$ cat src/rtl/llc_mem_bridge_pkg.sv
// Shared widths and types for the LLC-to-memory line/word bridge.
package llc_mem_bridge_pkg;

  localparam int unsigned BITS_PER_WORD  = 32;
  localparam int unsigned WORDS_PER_LINE = 4;
  localparam int unsigned LINE_ADDR_BITS = 28;
  localparam int unsigned WORD_IDX_BITS  = $clog2(WORDS_PER_LINE);
  localparam int unsigned BYTE_OFF_BITS  = $clog2(BITS_PER_WORD / 8);
  localparam int unsigned ADDR_BITS      = LINE_ADDR_BITS + WORD_IDX_BITS + BYTE_OFF_BITS;
  localparam int unsigned LINE_BITS      = BITS_PER_WORD * WORDS_PER_LINE;
  // One extra bit so a beat counter can reach WORDS_PER_LINE without wrapping.
  localparam int unsigned CNT_BITS       = WORD_IDX_BITS + 1;

  typedef logic [2:0]                hsize_t;
  typedef logic [1:0]                hprot_t;
  typedef logic [BITS_PER_WORD-1:0]  word_t;
  typedef logic [LINE_BITS-1:0]      line_t;
  typedef logic [LINE_ADDR_BITS-1:0] line_addr_t;
  typedef logic [ADDR_BITS-1:0]      addr_t;

  function automatic addr_t beat_addr(line_addr_t line_addr, logic [WORD_IDX_BITS-1:0] idx);
    return {line_addr, idx, {BYTE_OFF_BITS{1'b0}}};
  endfunction

endpackage

$ cat src/rtl/llc_mem_bridge.sv
// Splits one LLC line request into word beats on the memory port and, for reads,
// reassembles the returned words into a single line response.
module llc_mem_bridge
  import llc_mem_bridge_pkg::*;
(
  input  logic       clk,
  input  logic       rst,
  input  logic       llc_mem_req_valid,
  output logic       llc_mem_req_ready,
  input  logic       llc_mem_req_hwrite,
  input  hsize_t     llc_mem_req_hsize,
  input  hprot_t     llc_mem_req_hprot,
  input  line_addr_t llc_mem_req_addr,
  input  line_t      llc_mem_req_line,
  output logic       llc_mem_rsp_valid,
  input  logic       llc_mem_rsp_ready,
  output line_t      llc_mem_rsp_line,
  output logic       mem_req_valid,
  input  logic       mem_req_ready,
  output logic       mem_req_write,
  output addr_t      mem_req_addr,
  output hsize_t     mem_req_hsize,
  output hprot_t     mem_req_hprot,
  output word_t      mem_req_wdata,
  input  logic       mem_rsp_valid,
  output logic       mem_rsp_ready,
  input  word_t      mem_rsp_rdata
);

  typedef enum logic [1:0] {StIdle, StRead, StWrite, StRsp} state_e;

  localparam logic [CNT_BITS-1:0] LastBeat = CNT_BITS'(WORDS_PER_LINE - 1);
  localparam logic [CNT_BITS-1:0] NumBeats = CNT_BITS'(WORDS_PER_LINE);

  state_e                    state_q, state_d;
  logic [CNT_BITS-1:0]       req_cnt_q, req_cnt_d;
  logic [CNT_BITS-1:0]       rsp_cnt_q, rsp_cnt_d;
  hsize_t                    hsize_q, hsize_d;
  hprot_t                    hprot_q, hprot_d;
  line_addr_t                addr_q, addr_d;
  line_t                     line_q, line_d;
  logic [WORD_IDX_BITS-1:0]  req_idx, rsp_idx;
  logic                      read_issue;

  assign req_idx    = req_cnt_q[WORD_IDX_BITS-1:0];
  assign rsp_idx    = rsp_cnt_q[WORD_IDX_BITS-1:0];
  assign read_issue = (req_cnt_q < NumBeats);

  always_comb begin
    llc_mem_req_ready = (state_q == StIdle);
    mem_req_valid     = (state_q == StWrite) || ((state_q == StRead) && read_issue);
    mem_req_write     = (state_q == StWrite);
    mem_req_addr      = beat_addr(addr_q, req_idx);
    mem_req_hsize     = hsize_q;
    mem_req_hprot     = hprot_q;
    mem_req_wdata     = line_q[req_idx*BITS_PER_WORD +: BITS_PER_WORD];
    mem_rsp_ready     = (state_q == StRead);
    llc_mem_rsp_valid = (state_q == StRsp);
    llc_mem_rsp_line  = (state_q == StRsp) ? line_q : '0;
  end

  always_comb begin
    state_d   = state_q;
    req_cnt_d = req_cnt_q;
    rsp_cnt_d = rsp_cnt_q;
    hsize_d   = hsize_q;
    hprot_d   = hprot_q;
    addr_d    = addr_q;
    line_d    = line_q;
    unique case (state_q)
      StIdle: begin
        if (llc_mem_req_valid) begin
          hsize_d   = llc_mem_req_hsize;
          hprot_d   = llc_mem_req_hprot;
          addr_d    = llc_mem_req_addr;
          line_d    = llc_mem_req_line;
          req_cnt_d = '0;
          rsp_cnt_d = '0;
          state_d   = llc_mem_req_hwrite ? StWrite : StRead;
        end
      end
      StWrite: begin
        if (mem_req_ready) begin
          req_cnt_d = req_cnt_q + 1'b1;
          if (req_cnt_q == LastBeat) state_d = StIdle;
        end
      end
      StRead: begin
        // Issue and collect proceed independently; responses return in order.
        if (read_issue && mem_req_ready) req_cnt_d = req_cnt_q + 1'b1;
        if (mem_rsp_valid) begin
          line_d[rsp_idx*BITS_PER_WORD +: BITS_PER_WORD] = mem_rsp_rdata;
          rsp_cnt_d = rsp_cnt_q + 1'b1;
          if (rsp_cnt_q == LastBeat) state_d = StRsp;
        end
      end
      StRsp: begin
        if (llc_mem_rsp_ready) state_d = StIdle;
      end
      default: state_d = StIdle;
    endcase
  end

  always_ff @(posedge clk or negedge rst) begin
    if (!rst) begin
      state_q   <= StIdle;
      req_cnt_q <= '0;
      rsp_cnt_q <= '0;
      hsize_q   <= '0;
      hprot_q   <= '0;
      addr_q    <= '0;
      line_q    <= '0;
    end else begin
      state_q   <= state_d;
      req_cnt_q <= req_cnt_d;
      rsp_cnt_q <= rsp_cnt_d;
      hsize_q   <= hsize_d;
      hprot_q   <= hprot_d;
      addr_q    <= addr_d;
      line_q    <= line_d;
    end
  end

endmodule
$ cat config.mk
export PLATFORM = sky130hd
export DESIGN_NAME = llc_mem_bridge
export DESIGN_NICKNAME = d
export VERILOG_FILES = /design/src/rtl/llc_mem_bridge_pkg.sv /design/src/rtl/llc_mem_bridge.sv
export SDC_FILE = /design/constraint.sdc
export NUM_CORES = 1
export LEC_CHECK = 0
export CAP_MARGIN = 0
export CORE_ASPECT_RATIO = 2
export CORE_MARGIN = 5
export CORE_UTILIZATION = 40
export DETAILED_ROUTE_END_ITERATION = 8
export DONT_BUFFER_PORTS = 1
export PLACE_DENSITY = 0.56
export SLEW_MARGIN = 20
export SYNTH_ARGS = -nofsm -noshare
export SYNTH_HDL_FRONTEND = slang
export SYNTH_SLANG_ARGS = --single-unit
$ cat constraint.sdc
create_clock -name clk -period 2.4 [get_ports clk]
set_clock_uncertainty 0.1 [all_clocks]
set_input_delay 0.48 -clock clk [delete_from_list [all_inputs] [get_ports clk]]
set_output_delay 0.48 -clock clk [all_outputs]
set_load 0.01 [all_outputs]
---- Yosys cells after proc, flatten, opt, wreduce, memory -nomap -nowiden ----
Index checks and enable logic that the tools add are counted.
storage, ports and cells
  register bits ........................... 169
  input bits .............................. 200
  output and inout bits ................... 202
  logic and storage cells ................. 55
operators by class
  $add $sub $neg .......................... 3
  $lt $le $gt $ge ......................... 1
  eq/ne operators ......................... 12
  shift operators ......................... 3
  muxes and demuxes ....................... 19
  reduce and logical (&&, ||, !) cells .... 10
operators by type and width
  operator                                                                    count
  128-bit 2-to-1 mux                                                          3
  128-bit case mux with 2 select lines                                        1
  128-bit bitwise mux                                                         1
  32-bit by 34-bit variable shift with 128-bit output (first input constant)  1
  128-bit by 8-bit indexed part select with 32-bit output                     1
  32-bit by 34-bit indexed part select with 128-bit output                    1
  7-bit negator with 34-bit output                                            1
  2-bit 2-to-1 mux                                                            7
  3-bit 2-to-1 mux                                                            4
  3-bit case mux with 3 select lines                                          1
  2-bit by 1-bit inequality test with 1-bit output (second input constant)    4
  2-bit case mux with 4 select lines                                          1
  3-bit by 1-bit adder with 3-bit output (second input constant)              2
  3-bit by 2-bit equality test with 1-bit output (second input constant)      2
  2-bit inequality test (second input constant)                               3
  3-bit case mux with 2 select lines                                          1
  6-bit AND reduction                                                         1
  2-bit equality test (second input constant)                                 2
  4-bit AND reduction                                                         1
  3-bit < comparator (second input constant)                                  1
  3-bit AND reduction                                                         1
  3-bit nonzero test                                                          1
  2-bit by 1-bit equality test with 1-bit output (second input constant)      1
  1-bit logical AND                                                           2
  other kinds (4)                                                             4

---- Longest topological paths before layout ----
  word-level depth ........................ 5
  depth in mapped cells ................... 8
  mapped depth without buffers ............ 6

---- Worst setup path before layout ----
OpenSTA, ideal clock, no wires.
  path type ............................... reg2reg
  start ................................... register rsp_cnt_q[0]
  end ..................................... register line_q[69]
  setup time .............................. 77 ps
  data arrival time ....................... 1844 ps
  data required time ...................... 2223 ps
  path slack .............................. 379 ps
  stages on the path, launching flop included .. 8
  path buffers ............................ 1
  clock period less this slack ............ 2021 ps
  cell sequence ........................... dfrtp_1 > inv_1 > ha_1 > nand3b_2 > nor3b_4 > buf_6 > a22oi_1 > o21ai_1
on the way
  word-level cells in the longest chain between the ends .. 5
  elaborated cells on any way between the ends .. 6
  those cells by class .................... add/sub: 1; shift: 2; mux: 3
ends and longest elaborated chain
  element                                                                                                                          line                   source
  from (decl)                                                                                                                      llc_mem_bridge.sv:37   logic [CNT_BITS-1:0] rsp_cnt_q, rsp_cnt_d;
  from (signal assigned)                                                                                                           llc_mem_bridge.sv:116  rsp_cnt_q <= rsp_cnt_d;
  7-bit negator with 34-bit output (*)                                                                                             llc_mem_bridge.sv:92   line_d[rsp_idx*BITS_PER_WORD +: BITS_PER_WORD] = mem_rsp_rdata;
  32-bit by 34-bit indexed part select with 128-bit output or 32-bit by 34-bit variable shift with 128-bit output (tied branches)  llc_mem_bridge.sv:92
  128-bit bitwise mux (*)                                                                                                          llc_mem_bridge.sv:92
  128-bit 2-to-1 mux (*)                                                                                                           llc_mem_bridge.sv:91   if (mem_rsp_valid) begin
  128-bit case mux with 2 select lines (*)                                                                                         llc_mem_bridge.sv:70   unique case (state_q)
  to (signal assigned)                                                                                                             llc_mem_bridge.sv:120  line_q <= line_d;
  to (decl)                                                                                                                        llc_mem_bridge.sv:41   line_t line_q, line_d;
Mark *: on every way between the ends. The rest lies on a longest branch, timed or not. The select of a mux whose other input is x is not followed.
A chain may end at the register's enable or synchronous reset.

---- Worst setup path in the final report ----
  start ................................... register req_cnt_q[0]
  end ..................................... output port mem_req_wdata[13]
on the way
  word-level cells in the longest chain between the ends .. 1
ends and longest elaborated chain
  element                                                  line                   source
  from (decl)                                              llc_mem_bridge.sv:36   logic [CNT_BITS-1:0] req_cnt_q, req_cnt_d;
  from (signal assigned)                                   llc_mem_bridge.sv:115  req_cnt_q <= req_cnt_d;
  128-bit by 8-bit indexed part select with 32-bit output  llc_mem_bridge.sv:56   mem_req_wdata = line_q[req_idx*BITS_PER_WORD +: BITS_PER_WORD];
  to (decl)                                                llc_mem_bridge.sv:24   output word_t mem_req_wdata,
No other way between the ends.

==> results_dict.tcl <==
set metrics [dict create \
    seq_area_frac_synth_pct 45.7 \
    worstMarginPinSlew_ns 0.716 \
    top_usage_layer "met2" \
    grt_max_degree 170 \
    setup_viol 0 \
    syn_inst 902 \
    layout_commonest_cell "dfrtp_1" \
    leakagePower_nw 4.27 \
    grt_use_met1_pct 23.6 \
    grt_pass1_vias 7652 \
    crit_start "req_cnt_q[0]$_DFFE_PN0P_" \
    grt_pass1_wl_um 47300 \
    drtPass1Iterations 5 \
    clock_latency_ns 0.45 \
    critPathMaxFanout 25 \
    cts_tree "done" \
    cp_top_family "multiplexers" \
    mostFrequentLayoutCells "dfrtp_1 (167), nand2_1 (143), and2_1 (128), a22oi_1 (128), o21ai_1 (79)" \
    grt.met2_usage_pct 42.9 \
    worst_setup_path_end_kind "output pin" \
    crit_slowest_cell "mux4_2" \
    whs_ns -0.376 \
    detail-route-antenna-nets 0 \
    gp_congestion 0.834 \
    cp.required_ns 1.82 \
    dp_hpwl_um 23200 \
    wirelength_um 32000 \
    powerDensity_nw_per_um2 1460 \
    yosys_warnings 0 \
    rows 78 \
    place_ws_ns 0.190 \
    syn_to_final_growth_pct 9.69 \
    cts_buffers 17 \
    avgSynthCellArea_um2 10.3 \
    outcome "finished, violations left" \
    worst_hold_path_type "in -> async" \
    violations "hold timing" \
    cp_num_buf_inv 1 \
    relSlewSlack_pct 52.3 \
    synth_seq_cells 169 \
    antenna_found_initial 1 \
    place_area_um2 9530 \
    cts-root-buf "clkbuf_16" \
    portBuffers 0 \
    drive_gt1_share_pct 17.7 \
    stdcell_count 1159 \
    cts_buffer_depth 2 \
    ir_worst_vdd_mv 0.774 \
    design.core.area_um2 22700 \
    cap_viol_max_count 0 \
    min_period_ns 2.34 \
    finalWorstSetupSlack_ns 0.0563 \
    io_pins 402 \
    floorplan.die.height_um 225 \
    final_hold_viol_count 169 \
    vias 7049 \
    viasPerCell 6.08 \
    cp_cell_sequence "buf_12 > mux4_2" \
    fin_crit_sh_pct 97.7 \
    finish.net_count 1077 \
    slowest_delay_ns 0.63 \
    met3_usage_pct 7.08 \
    first_iter_violations 521 \
    critPathLaunchType "register" \
    clock-sinks 169 \
    drc_errors 0 \
    fin_area_um2 10200 \
    dp_cells 1125 \
    clk_pin_slew_ns 0.07 \
    synth.cell_area_um2 9260 \
    setup.worst_path.class "reg -> out" \
    start_util_pct 40.7 \
    post_synth_num_cell_types 34 \
    htree_num_levels 4 \
    grtUsageTotal_pct 23.6 \
    die_area_um2 26500 \
    die_x_um 118 \
    r2r_start "state_q[0]$_DFFE_PN0P_" \
    grt_setup_unrepaired "yes" \
    slew_viol_final 0 \
    crit_arrival_ns 1.76 \
    routedWlPerCell_um 27.6 \
    max_freq_ghz 0.427 \
    grt-ovfl-total 0 \
]
-- power breakdown --
part / switching (mW) / leakage [nW] / internal [mW]
combinational: 3.83 / 1.87 / 2.73
clock: 1.27 / 0.289 / 1.66
sequential: 1.19 / 2.11 / 4.20
total: 6.29 / 4.27 / 8.59
-- area by class of cell --
class                      instances  area, um2
antenna                            1       2.50
fill                            2172      12600
sequential                       169       4230
tap                              280        350
multi-input combinational        639       4550
inverter                          11       43.8
timing repair buffer              27        365
clock inverter                    15        189
clock buffer                      17        425
-- layer usage --
layer | wire [um] | part of all wire [%]
met4 | 1530 | 4.8
met3 | 2660 | 8.3
met1 | 10500 | 33
met5 | 0 | 0
met2 | 17300 | 54
-- cells by family (layout without fill, tap and decap cells) --
group,Yosys count,after routing,share of synthesized area (%)
other,1,3,0.0405
muxes,72,72,12.6
and+or+nand+nor,283,283,15.8
DFF,169,169,45.7
AOI/OAI and AO/OA,270,270,18.7
buffers and inverters,95,70,5.51
adders and majority gates,12,12,1.62
-- state kept, by name (all words and copies together), names as in the netlist --
name and flops:
line_q 128, addr_q 28, mem_req_hsize 3, req_cnt_q 3, rsp_cnt_q 3, mem_req_hprot 2
state_q 2
-- worst reg2reg max path, delay by kind of cell, from the launching register on --
family                   cells  cell delay (ns)
AO/OA/AOI/OAI                2             0.44
buffers and inverters        2             0.34
flip-flops                   1             0.43
adder cells (fa/ha/maj)      1             0.37
multiplexers                 1             0.41
-- Yosys cell counts, drive strengths merged --
| master | number | area, um2 |
|---|---|---|
| buf | 55 | 350 |
| mux2i | 3 | 30.0 |
| nand2b | 2 | 12.5 |
| nor3b | 1 | 18.8 |
| nand3b | 1 | 11.3 |
| ha | 12 | 150 |
| or2 | 1 | 6.26 |
| o21ai | 133 | 707 |
| nand3 | 2 | 15.0 |
| nor4 | 1 | 21.3 |
| and2 | 128 | 801 |
| clkbuf | 29 | 116 |
| nand2 | 144 | 543 |
| mux4 | 32 | 721 |
| mux2 | 37 | 417 |
| a211oi | 1 | 7.51 |
| nor2 | 1 | 6.26 |
| nor4b | 1 | 23.8 |
| nor2b | 1 | 6.26 |
| o211ai | 1 | 7.51 |
| dfrtp | 169 | 4230 |
| inv | 11 | 43.8 |
| conb | 1 | 3.75 |
| o22ai | 1 | 6.26 |
| a22oi | 128 | 961 |
| a21o | 6 | 45.0 |
-- timing repair --
item,in CTS,in global routing
gates resized for setup,1,0
buffers inserted,0,1
pin swaps,0,1
hold endpoints to repair,169,169
endpoints found under the setup margin,1,75
-- worst paths after layout --
path / to / slack (ns) / cells after the start
min reg2reg: rsp_cnt_q[2]$_DFFE_PN0P_ / 0.38 / 2
max: mem_req_wdata[13] / 0.06 / 2
max reg2reg: line_q[65]$_DFFE_PN0P_ / 0.18 / 6
max in group asynchronous: line_q[1]$_DFFE_PN0P_ / 2.17 / 0
min in group clk: addr_q[24]$_DFFE_PN0P_ / 0.08 / 1
min: line_q[111]$_DFFE_PN0P_ / -0.38 / 0
-- metrics by stage --
step	TNS, ns	util (%)	total power [mW]	hold slack, ns
5_1_grt	-0.00799	44.7	15.8	-0.396
2_1_floorplan	0	-	10.1	0.0844
3_3_place_gp	0	41.9	11.9	0.0904
6_report	0	44.7	14.9	-0.376
3_5_place_dp	0	41.9	12.1	0.0903
4_1_cts	0	44.6	15.0	-0.404
(Power assumes the default switching activity.)
